<file path="config.mk">
export PLATFORM = sky130hd
export DESIGN_NAME = keypad_scan_flat
export DESIGN_NICKNAME = d
export VERILOG_FILES = /design/src/rtl/keypad_scan_if.sv /design/src/rtl/keypad_scan.sv /design/src/flat_wrapper.sv
export SDC_FILE = /design/constraint.sdc
export NUM_CORES = 1
export LEC_CHECK = 0
export CORE_MARGIN = 4
export CORE_UTILIZATION = 43
export CTS_BUF_LIST = sky130_fd_sc_hd__clkbuf_8
export DETAILED_ROUTE_END_ITERATION = 10
export DONT_BUFFER_PORTS = 1
export GPL_TIMING_DRIVEN = 0
export MAX_ROUTING_LAYER = met4
export PLACE_DENSITY = 0.6
export SLEW_MARGIN = 20
export SYNTH_ARGS = -nofsm -noshare
export SYNTH_HDL_FRONTEND = slang
export SYNTH_SLANG_ARGS = --single-unit
</file>
<file path="constraint.sdc">
create_clock -name clk -period 3.3 [get_ports clk]
set_input_delay 0.33 -clock clk [delete_from_list [all_inputs] [get_ports clk]]
set_output_delay 0.33 -clock clk [all_outputs]
set_load 0.005 [all_outputs]
</file>
<file path="src/rtl/keypad_scan_if.sv">
// Keypad scanner signal bundle: row drive / column sense toward the matrix,
// key code and strobes toward the consumer.
// Handshake: key_valid is a one-cycle strobe with no ready/backpressure; the
// consumer must take key on the cycle key_valid is high. key stays valid
// afterwards until the next strobe. key_down is a level, not a handshake.
interface keypad_scan_if;
  logic [3:0] row;
  logic [3:0] col;
  logic [3:0] key;
  logic       key_valid;
  logic       key_down;
  logic [1:0] dbg_state;

  modport master (
    output row, key, key_valid, key_down, dbg_state,
    input  col
  );

  modport slave (
    input  row, key, key_valid, key_down, dbg_state,
    output col
  );
endinterface

</file>
<file path="src/rtl/keypad_scan.sv">
// 4x4 active-low matrix keypad scanner with full-scan debounce.
// One row is driven low per SCAN_DIV-clock slot; columns are sampled on the
// slot's last clock. Each complete scan (rows 0..3) yields NONE, SINGLE(code)
// or MULTI, registered for one clock and then fed to the debounce FSM.
module keypad_scan #(
  parameter int SCAN_DIV       = 50000,
  parameter int DEBOUNCE_SCANS = 4
) (
  input  logic         clk,
  input  logic         rst,
  keypad_scan_if.master kp
);

  localparam int              DIV_W    = (SCAN_DIV > 1) ? $clog2(SCAN_DIV) : 1;
  localparam logic [DIV_W-1:0] DIV_LAST = DIV_W'(SCAN_DIV - 1);
  localparam logic [3:0]      DEB_N    = 4'(DEBOUNCE_SCANS);

  typedef enum logic [1:0] {
    ST_IDLE, ST_PRESS_WAIT, ST_HELD, ST_RELEASE_WAIT
  } state_t;

  typedef enum logic [1:0] {
    RES_NONE, RES_SINGLE, RES_MULTI
  } res_t;

  // Row r, column c to hex key code.
  function automatic logic [3:0] key_code(input logic [1:0] r, input logic [1:0] c);
    logic [3:0] code;
    case ({r, c})
      4'h0: code = 4'h1;  4'h1: code = 4'h2;  4'h2: code = 4'h3;  4'h3: code = 4'hA;
      4'h4: code = 4'h4;  4'h5: code = 4'h5;  4'h6: code = 4'h6;  4'h7: code = 4'hB;
      4'h8: code = 4'h7;  4'h9: code = 4'h8;  4'hA: code = 4'h9;  4'hB: code = 4'hC;
      4'hC: code = 4'hE;  4'hD: code = 4'h0;  4'hE: code = 4'hF;  default: code = 4'hD;
    endcase
    return code;
  endfunction

  logic [3:0]       col_s1_q, col_s2_q;
  logic [DIV_W-1:0] div_q;
  logic [1:0]       row_idx_q;
  logic [3:0]       row_q;
  logic [1:0]       hits_q, hits_d;     // 0, 1, or 2 meaning "two or more"
  logic [3:0]       code_q, code_d;     // code of the first hit this scan
  res_t             kind_d;
  logic             res_valid_q;
  res_t             res_kind_q;
  logic [3:0]       res_code_q;
  state_t           state_q;
  logic [3:0]       cnt_q;
  logic [3:0]       cand_q;
  logic [3:0]       key_q;
  logic             key_valid_q;
  logic             key_down_q;
  logic             slot_end;

  assign slot_end = (div_q == DIV_LAST);

  // Fold the current row's synchronised column sample into the scan accumulator.
  always_comb begin
    hits_d = hits_q;
    code_d = code_q;
    for (int c = 0; c < 4; c++) begin
      if (!col_s2_q[c]) begin
        if (hits_d == 2'd0) code_d = key_code(row_idx_q, 2'(c));
        if (hits_d != 2'd2) hits_d = hits_d + 2'd1;
      end
    end
    case (hits_d)
      2'd0:    kind_d = RES_NONE;
      2'd1:    kind_d = RES_SINGLE;
      default: kind_d = RES_MULTI;
    endcase
  end

  // Column synchroniser, slot divider, row rotation and per-scan result register.
  always_ff @(posedge clk) begin
    if (!rst) begin
      col_s1_q    <= 4'hF;
      col_s2_q    <= 4'hF;
      div_q       <= '0;
      row_idx_q   <= 2'd0;
      row_q       <= 4'b1110;
      hits_q      <= 2'd0;
      code_q      <= 4'h0;
      res_valid_q <= 1'b0;
      res_kind_q  <= RES_NONE;
      res_code_q  <= 4'h0;
    end else begin
      col_s1_q    <= kp.col;
      col_s2_q    <= col_s1_q;
      res_valid_q <= 1'b0;
      if (slot_end) begin
        div_q     <= '0;
        row_idx_q <= row_idx_q + 2'd1;
        row_q     <= {row_q[2:0], row_q[3]};
        if (row_idx_q == 2'd3) begin
          res_valid_q <= 1'b1;
          res_kind_q  <= kind_d;
          res_code_q  <= code_d;
          hits_q      <= 2'd0;
          code_q      <= 4'h0;
        end else begin
          hits_q <= hits_d;
          code_q <= code_d;
        end
      end else begin
        div_q <= div_q + DIV_W'(1);
      end
    end
  end

  // Debounce FSM, stepped once per registered scan result; outputs registered.
  always_ff @(posedge clk) begin
    if (!rst) begin
      state_q     <= ST_IDLE;
      cnt_q       <= 4'd0;
      cand_q      <= 4'h0;
      key_q       <= 4'h0;
      key_valid_q <= 1'b0;
      key_down_q  <= 1'b0;
    end else begin
      key_valid_q <= 1'b0;
      if (res_valid_q) begin
        case (state_q)
          ST_IDLE: begin
            if (res_kind_q == RES_SINGLE) begin
              cand_q <= res_code_q;
              cnt_q  <= 4'd1;
              if (DEB_N == 4'd1) begin
                key_q       <= res_code_q;
                key_valid_q <= 1'b1;
                key_down_q  <= 1'b1;
                state_q     <= ST_HELD;
              end else begin
                state_q <= ST_PRESS_WAIT;
              end
            end
          end
          ST_PRESS_WAIT: begin
            if (res_kind_q == RES_SINGLE) begin
              if (res_code_q == cand_q) begin
                cnt_q <= cnt_q + 4'd1;
                if (cnt_q + 4'd1 == DEB_N) begin
                  key_q       <= cand_q;
                  key_valid_q <= 1'b1;
                  key_down_q  <= 1'b1;
                  state_q     <= ST_HELD;
                end
              end else begin
                cand_q <= res_code_q;
                cnt_q  <= 4'd1;
              end
            end else begin
              cnt_q   <= 4'd0;
              state_q <= ST_IDLE;
            end
          end
          ST_HELD: begin
            // A different key or a second key while held is ignored until release.
            if (res_kind_q == RES_NONE) begin
              cnt_q <= 4'd1;
              if (DEB_N == 4'd1) begin
                key_down_q <= 1'b0;
                state_q    <= ST_IDLE;
              end else begin
                state_q <= ST_RELEASE_WAIT;
              end
            end
          end
          default: begin
            if (res_kind_q == RES_NONE) begin
              cnt_q <= cnt_q + 4'd1;
              if (cnt_q + 4'd1 == DEB_N) begin
                key_down_q <= 1'b0;
                state_q    <= ST_IDLE;
              end
            end else begin
              state_q <= ST_HELD;
            end
          end
        endcase
      end
    end
  end

  assign kp.row       = row_q;
  assign kp.key       = key_q;
  assign kp.key_valid = key_valid_q;
  assign kp.key_down  = key_down_q;
  assign kp.dbg_state = state_q;

endmodule

</file>
<file path="src/flat_wrapper.sv">
// flat-port wrapper written by rule: the top's interface ports become plain ports
module keypad_scan_flat 
#(
  parameter int SCAN_DIV       = 50000,
  parameter int DEBOUNCE_SCANS = 4
)
  (clk, rst, kp_row, kp_key, kp_key_valid, kp_key_down, kp_dbg_state, kp_col);
  keypad_scan_if kp_i ();
  input  logic clk;
  input  logic rst;
  output wire logic [$bits(kp_i.row)-1:0] kp_row;
  output wire logic [$bits(kp_i.key)-1:0] kp_key;
  output wire logic [$bits(kp_i.key_valid)-1:0] kp_key_valid;
  output wire logic [$bits(kp_i.key_down)-1:0] kp_key_down;
  output wire logic [$bits(kp_i.dbg_state)-1:0] kp_dbg_state;
  input wire logic [$bits(kp_i.col)-1:0] kp_col;
  assign kp_row = kp_i.row;
  assign kp_key = kp_i.key;
  assign kp_key_valid = kp_i.key_valid;
  assign kp_key_down = kp_i.key_down;
  assign kp_dbg_state = kp_i.dbg_state;
  assign kp_i.col = kp_col;
  keypad_scan #(.SCAN_DIV(SCAN_DIV), .DEBOUNCE_SCANS(DEBOUNCE_SCANS)) u_core (.clk(clk), .rst(rst), .kp(kp_i));
endmodule
</file>
==> results of run 1 <==
## kinds of logic (layout without fill, tap and decap cells)
family	Yosys count	count (layout)	share of synthesized area, %
AO/OA/AOI/OAI	60	60	12.8
XOR/XNOR	22	22	6.24
adder cells (fa/ha/maj)	12	12	4.86
buffers and inverters	30	45	3.93
flip-flops	59	59	38.3
multiplexers	32	32	10.8
AND/OR/NAND/NOR	140	140	23.1
## worst min path at each step
| stage | start | to |
|---|---|---|
| floorplan | u_core.col_s1_q[0] | u_core.col_s2_q[0] |
| global placement | u_core.col_s1_q[1] | u_core.col_s2_q[1] |
| detailed placement | u_core.col_s1_q[1] | u_core.col_s2_q[1] |
| CTS | kp_col[3] | u_core.col_s1_q[3] |
| global route | kp_col[3] | u_core.col_s1_q[3] |
| finish | kp_col[3] | u_core.col_s1_q[3] |
## area by class of cell
| class | instances | area [um2] |
|---|---|---|
| fillers | 705 | 3480 |
| clock buffers | 12 | 165 |
| clock inverters | 3 | 13.8 |
| plain buffers | 16 | 68.8 |
| inverters | 14 | 52.6 |
| multi-input cells | 266 | 1780 |
| well taps | 96 | 120 |
| flip-flops and latches | 59 | 1180 |
## flip-flops by register name, summed over array words and instances, names as in the netlist, 2 cells and up
register             cells
u_core.kp.dbg_state      2
u_core.col_s2_q          4
u_core.col_s1_q          4
u_core.cand_q            4
u_core.res_kind_q        2
u_core.hits_q            2
u_core.cnt_q             4
u_core.code_q            4
u_core.row_idx_q         2
u_core.kp.row            4
u_core.res_code_q        4
u_core.kp.key            4
u_core.div_q            16
## cells in the mapped netlist (3+ instances only)
| cell type | count |
|---|---|
| sky130_fd_sc_hd__nor3_1 | 5 |
| sky130_fd_sc_hd__nand4_1 | 5 |
| sky130_fd_sc_hd__xnor2_1 | 6 |
| sky130_fd_sc_hd__o22ai_1 | 6 |
| sky130_fd_sc_hd__clkbuf_1 | 13 |
| sky130_fd_sc_hd__xor2_1 | 16 |
| sky130_fd_sc_hd__o21ai_0 | 17 |
| sky130_fd_sc_hd__nand2b_1 | 14 |
| sky130_fd_sc_hd__or2_2 | 3 |
| sky130_fd_sc_hd__inv_1 | 14 |
| sky130_fd_sc_hd__ha_1 | 12 |
| sky130_fd_sc_hd__a21oi_1 | 9 |
| sky130_fd_sc_hd__nor2b_1 | 15 |
| sky130_fd_sc_hd__and2_1 | 4 |
| sky130_fd_sc_hd__a31oi_1 | 5 |
| sky130_fd_sc_hd__and3_1 | 4 |
| sky130_fd_sc_hd__nor3b_1 | 4 |
| sky130_fd_sc_hd__dfxtp_1 | 59 |
| sky130_fd_sc_hd__mux2i_1 | 27 |
| sky130_fd_sc_hd__nor2_1 | 39 |
| sky130_fd_sc_hd__nand3_1 | 10 |
| sky130_fd_sc_hd__o221ai_1 | 3 |
| sky130_fd_sc_hd__nand2_1 | 28 |
## where the power goes
part | total, mW | switching [mW] | leakage (nW) | internal, mW
clock network | 0.595 | 0.271 | 0.0994 | 0.324
logic | 0.0680 | 0.0407 | 0.736 | 0.0274
registers | 0.724 | 0.00403 | 0.478 | 0.720
## stage by stage
step                      utilization [%]  std cells  instance area (um2)  hold slack [ps]  worst slack, ps
after floorplan                         -        355                 3090              386              829
after global placement               46.7        451                 3210              398              453
after detailed placement             46.7        451                 3210              397              401
after CTS                            49.3        466                 3390             77.5              394
after global routing                 49.3        466                 3390             78.4              102
final                                49.3        466                 3390             95.5              362
## metal layers
metal	track usage, %	vias to the layer above	part of all wire (%)
met4	4.40	0	1.2
met1	20.3	1116	50
met5	-	-	0
met2	23.8	35	45
met3	5.36	6	3.8
li1	-	1257	-
==> summary.md, run 1 <==
The average instance area after synthesis came out at 8.69 um2. The highest clock frequency the design can meet is 0.340 GHz, and the quantity of gates resized following cts is 0. The count of flip-flops with a built-in enable after synthesis was 0.

The floorplan step defined a die boundary enclosing 8600 um2. In this design, the largest share of critical-path delay is due to multiplexers. Yosys attributes the largest share of cell area to sky130_fd_sc_hd__dfxtp_1 38%, sky130_fd_sc_hd__mux2i_1 8.8%, sky130_fd_sc_hd__ha_1 4.9%, sky130_fd_sc_hd__nor2_1 4.7%, sky130_fd_sc_hd__xor2_1 4.5%.

TritonCTS built the clock tree. The run gives 48.6% as the tightest slew margin relative to the limit. The clock sink count was 59. The tools report the global placer's final weighted congestion as 0.856. For this block, the via count after detailed routing is 2414.

The worst hold path class was input port to flip-flop. Adding up every negative setup slack in the final design gives 0 ps. The tools report the end point of the critical path as u_core.res_code_q[0]. The peak supply drop was 247 uV. Global routing used 15.8% of the available tracks across all layers. The floorplan core area was 6870 um2. Summed over all instances, the cell type with the most area after synthesis is sky130_fd_sc_hd__dfxtp_1. Dividing the detail-routed wire length by the instance count gives 13.0 um.

The count of buffers added on input and output ports is 0. The die is 92.7 um tall. The logs give 4350 um for the total half-perimeter wirelength after legalization and detailed placement and 9 for the clock buffer count from CTS. Data on the critical path arrives at its endpoint at 3210 ps. The number of buffers and inverters on the critical path was 2. For the number of antenna cells inserted, the log shows 0.

The worst path uses 89.0% of the clock period. The net count reported at finish is 384, and the number of H-tree levels is 3. The synthesized netlist occupies a cell area of 3090 um2. The layout overhead on the synthesized area came out at 9.69%. Power spread over the standard cell area amounts to 410 nW/um2.

In the synthesized netlist the dominant register cell turns out to be sky130_fd_sc_hd__dfxtp_1. The instance count on the critical path came out at 9. Using the TritonRoute via totals, the vias-per-cell ratio works out to 5.18.

The register bit count reported by yosys works out to 59. The total overflow left after global routing is 0. Number of global-route vias before repair: 2317. The peak fanout along the critical path is 10. Between clock sinks in the finished design, the worst skew comes to 12.3 ps. The stage delay of the slowest cell on the critical path is 600 ps, and the number of design-rule violations left by the first detailed-router iteration is 92. The wire length of the first global-routing pass came out at 10600 um.

Traced cell by cell, the critical path runs through buf_2, inv_1, ha_1, mux2i_1, nand3_1, mux2i_1, mux2_1, mux2_4, a21oi_2. The worst setup path is captured at a flip-flop. The final total power is 1.39 mW. The floorplan has 30 rows. In this run the critical register-to-register path is launched from u_core.hits_q[0]. The origin of the worst setup path was u_core.hits_q[0]. Critical path required time: 3570 ps. The hold-critical path depth works out to 1. The clock transition at the register clock pins on the worst setup and hold paths after CTS works out to 60 ps. The logs give 0 for the setup-violating endpoint count in the final report and 0 for the number of max-cap violations. The number of setup buffers added after CTS is 0. Leaving out fill and tap cells, the most frequent cell in the layout is sky130_fd_sc_hd__dfxtp_1.

The worst register-to-register path ends at u_core.res_code_q[0]. After synthesis, the netlist uses 54 different library cells. The run gives 6070 um as the final routed wirelength across all metal layers. The routed design could run at a clock period as short as 2940 ps.

Buffers inserted to repair hold after CTS numbered 0. The initial utilization of the core area, before any placement, comes to 44.9%. The share of synthesized registers carrying an async set or reset was 0%. The run finished with clean final reports. After synthesis, the largest area contributor takes up 38.3% of total cell area.

Summing the sequential cell areas from Yosys gives 38.3% of the chip area. After detailed routing, the number of remaining DRC violations is 0. The cell repeated most along the worst path is sky130_fd_sc_hd__mux2i_1.

The actual transition at the worst max-transition pin works out to 750 ps. For flop-to-flop paths, the worst setup slack is 360 ps. The hold violation total from the final report was 0.

Entering global routing, the biggest net connects 11 pins. The logs give 2 for the maximum buffer depth of the clock tree and 0 for the post-detailed-route count of antenna-violating nets. The die width works out to 92.7 um. Setup repair after global routing left no endpoint under its margin. The run gives 0 as the number of antenna violations at the first check in global routing. The worst setup path is of the flip-flop to flip-flop kind.

Leaving out fill and tap cells, the most frequent cells in the layout are 59 x sky130_fd_sc_hd__dfxtp_1, 39 x sky130_fd_sc_hd__nor2_1, 28 x sky130_fd_sc_hd__nand2_1. For this design the static power due to leakage is 1.31 nW. The logs give 0 for the final count of pins violating max slew and 18 for the number of top-level pins. The slowest cell on the critical path was sky130_fd_sc_hd__mux2i_1. For the worst flop-to-flop path, the logic depth is 9.

The detailed-routing iteration count for the pre-antenna-repair pass was 4. CTS placed an instance of sky130_fd_sc_hd__clkbuf_8 at the clock tree root. The synthesized netlist cell count is 355.

The logs give 0 for the total of warnings raised by yosys and 340 ps for the clock latency on the worst-skew pair. Synthesis produced a netlist with a net count of 373. The startpoint type of the worst setup path is a flip-flop. Cells with a size suffix above 1 make up 7.30% of the layout.
No activity file was read; power rests on OpenSTA's default activity.
==> inputs of run 2 (changes only) <==
- GPL_TIMING_DRIVEN: 0 -> not set
- PLACE_DENSITY: 0.6 -> 0.61
==> run 2 against run 1 <==
  * Register-to-register slack better by 40 ps
  * Via count hardly changed
  * Critical path type unchanged
  * Critical path depth is 1 lower
  * Highest routed layer unchanged
  * First-iteration DRC count is 16% higher
  * Largest cell class unchanged
  * Sequential share of layout area is 0.64 points higher
==> summary.md, run 2 (same netlist as run 1, synthesis figures left out) <==
The run finished with clean final reports. The height of the die was 92.7 um; the clock power share was 43.0%. Of all nets on the critical path, the largest fanout is 10.

For this run, the slowest stage of the critical path takes 590 ps. The worst pin sits at a relative slew slack of 46.9%. The tools report the number of global-route vias before repair as 2247. Across all layers, the routed design uses 2412 vias. The switching fraction of total power is 21.9%, and the share of total power in combinational logic is 3.7%. The register with the most flip-flops in the layout has 16 of them. Global routing used 14.9% of the available tracks across all layers. Hold timing on the final database bottoms out at a slack of 83.5 ps.

The detail-routed net length per standard cell was 12.8 um. u_core.div_q holds more flip-flops than any other register. After legalization and detailed placement, the total HPWL measured 3960 um. The congestion estimate from routability-driven global placement came to 0.876.

The number of antenna diodes in the final layout is 0. The worst setup path is launched from a flip-flop. The clock transition at the register clock pins on the worst setup and hold paths after CTS works out to 60 ps.

For this design, the sink count on the clock tree is 59. The worst-case IR drop observed on VDD is 341 uV. TritonCTS built the clock tree. In the layout the commonest cells are 59 x sky130_fd_sc_hd__dfxtp_1, 39 x sky130_fd_sc_hd__nor2_1, 28 x sky130_fd_sc_hd__nand2_1. Number of post-CTS setup repair buffers: 0.

Cells with a size suffix above 1 make up 7.32% of the layout. Switching power total: 300 uW. The floorplan core area is 6870 um2. Total non-filler cell area in the finished layout: 3320 um2.

Per report_power, the sequential group accounts for 53.3% of the total. The critical path goes through inv_1, ha_1, mux2i_1, nand3_1, mux2i_1, mux2_1, mux2_4, o22ai_1. The layout overhead on the synthesized area came out at 7.70%.

For the final count of pins violating max slew, the log shows 0. The hold violation total from the final report is 0, and the clock latency on the worst-skew pair is 330 ps. Subtracting the final worst setup slack from the clock period gives 2900 ps. Power spread over the standard cell area amounts to 412 nW/um2. In the routed design, unresolved DRC markers number 0. Type of the worst setup path: flip-flop to flip-flop. Wires add up to 5770 um. Setup repair after global routing left no endpoint under its margin.

The kind of end point of the critical path is a flip-flop. The most numerous cell type found on the critical path is sky130_fd_sc_hd__mux2i_1. Using the TritonRoute via totals, the vias-per-cell ratio works out to 5.35. The tools report the highest clock frequency the design can meet as 0.345 GHz. The tightest min-delay check is of the input port to flip-flop type.

The actual transition at the worst max-transition pin was 789 ps; the wire length of the first global-routing pass was 10000 um. After global routing the overflow that remains totals 0. The library cell used most frequently in the layout, excluding fill and tap cells, is sky130_fd_sc_hd__dfxtp_1. The tools report the number of H-tree levels as 3. The clock buffer count from CTS is 9, and the reg-to-reg setup timing slack is 400 ps.

The signal arrival time at the worst endpoint was 3140 ps. The run gives 0 as the quantity of gates resized following cts. Max-cap violations in this run came to 0.

The detailed router finished its first iteration with 107 violations. Clock tree root buffer cell: sky130_fd_sc_hd__clkbuf_8. The tools report the net count reported at finish as 369. In the final timing run, aggregate negative setup slack is 0 ps.

Effective utilization at floorplan: 44.9%. The number of hold-repair buffers added at the cts stage was 0; the placement row count was 30. After layout, the worst path uses 87.7% of the clock period.

The run gives 3150 um2 as the area after detailed placement. The static leakage is 1.29 nW, and the setup-violating endpoint count in the final report is 0. The die width was 92.7 um; the number of top-level pins was 18.

The clock passes through at most 2 buffers. The number of antenna violations at the first check in global routing was 0; the detailed-routing iteration count for the pre-antenna-repair pass was 4. The post-detailed-route count of antenna-violating nets came out at 0.

Largest clock skew in the final design: 12.0 ps. On the critical path, the stage with the largest delay is an instance of sky130_fd_sc_hd__mux2i_1. The count of port buffers added during placement is 0. The tools report the floorplan die area as 8600 um2. The critical path required time was 3540 ps; the cell-internal power was 1.07 mW.

Entering global routing, the biggest net connects 43 pins.
==> run 2: cell types whose count changed in the layout (fill, tap and decap cells not counted), sizes merged <==
| cell | delta |
|---|---|
| clkbuf | -13 |
| buf | -2 |
==> run 2: worst paths after layout <==
check,start,to,cells past startpoint
worst max-delay path,u_core.hits_q[0],u_core.code_q[0],8
worst min-delay path,rst,u_core.col_s2_q[1],1
worst max register to register,u_core.hits_q[0],u_core.code_q[0],8
worst min register to register,u_core.col_s1_q[1],u_core.col_s2_q[1],1
==> run 2: layer usage <==
metal  wire [um]  share of wire [%]  global-route usage [%]
met1        2890                 50                    18.5
met2        2520                 44                    22.4
met3         245                4.2                    5.04
met4         112                1.9                    5.74
met5           0                  0                       -
==> run 2: through the flow <==
stage	worst slack, ps	utilization [%]	cells	power, mW
floorplan	829	-	355	0.793
global placement	518	45.8	436	0.796
detailed placement	446	45.8	436	0.796
CTS	441	48.4	451	1.39
global route	161	48.4	451	1.43
finish	405	48.4	451	1.37
==> run 2: layout make-up <==
class	count	area, um2
Fill cell	652	3540
Timing Repair Buffer	1	7.51
Clock buffer	12	165
Multi-Input combinational cell	266	1780
Tap cell	96	120
Inverter	14	52.6
Sequential cell	59	1180
Clock inverter	3	13.8
==> run 2: critical path, delay by kind of cell, from the launching register on <==
kind | cells | cell delay, ps
flip-flops | 1 | 490
multiplexers | 4 | 1350
adder cells (fa/ha/maj) | 1 | 380
buffers and inverters | 1 | 110
AO/OA/AOI/OAI | 1 | 100
AND/OR/NAND/NOR | 1 | 390
==> run 2: power groups by stage <==
stage | clock network, mW | logic [mW] | registers, mW
floorplan | 0 | 0.0536 | 0.739
global placement | 0 | 0.0504 | 0.745
detailed placement | 0 | 0.0504 | 0.745
CTS | 0.610 | 0.0506 | 0.729
global route | 0.641 | 0.0572 | 0.731
finish | 0.589 | 0.0507 | 0.730
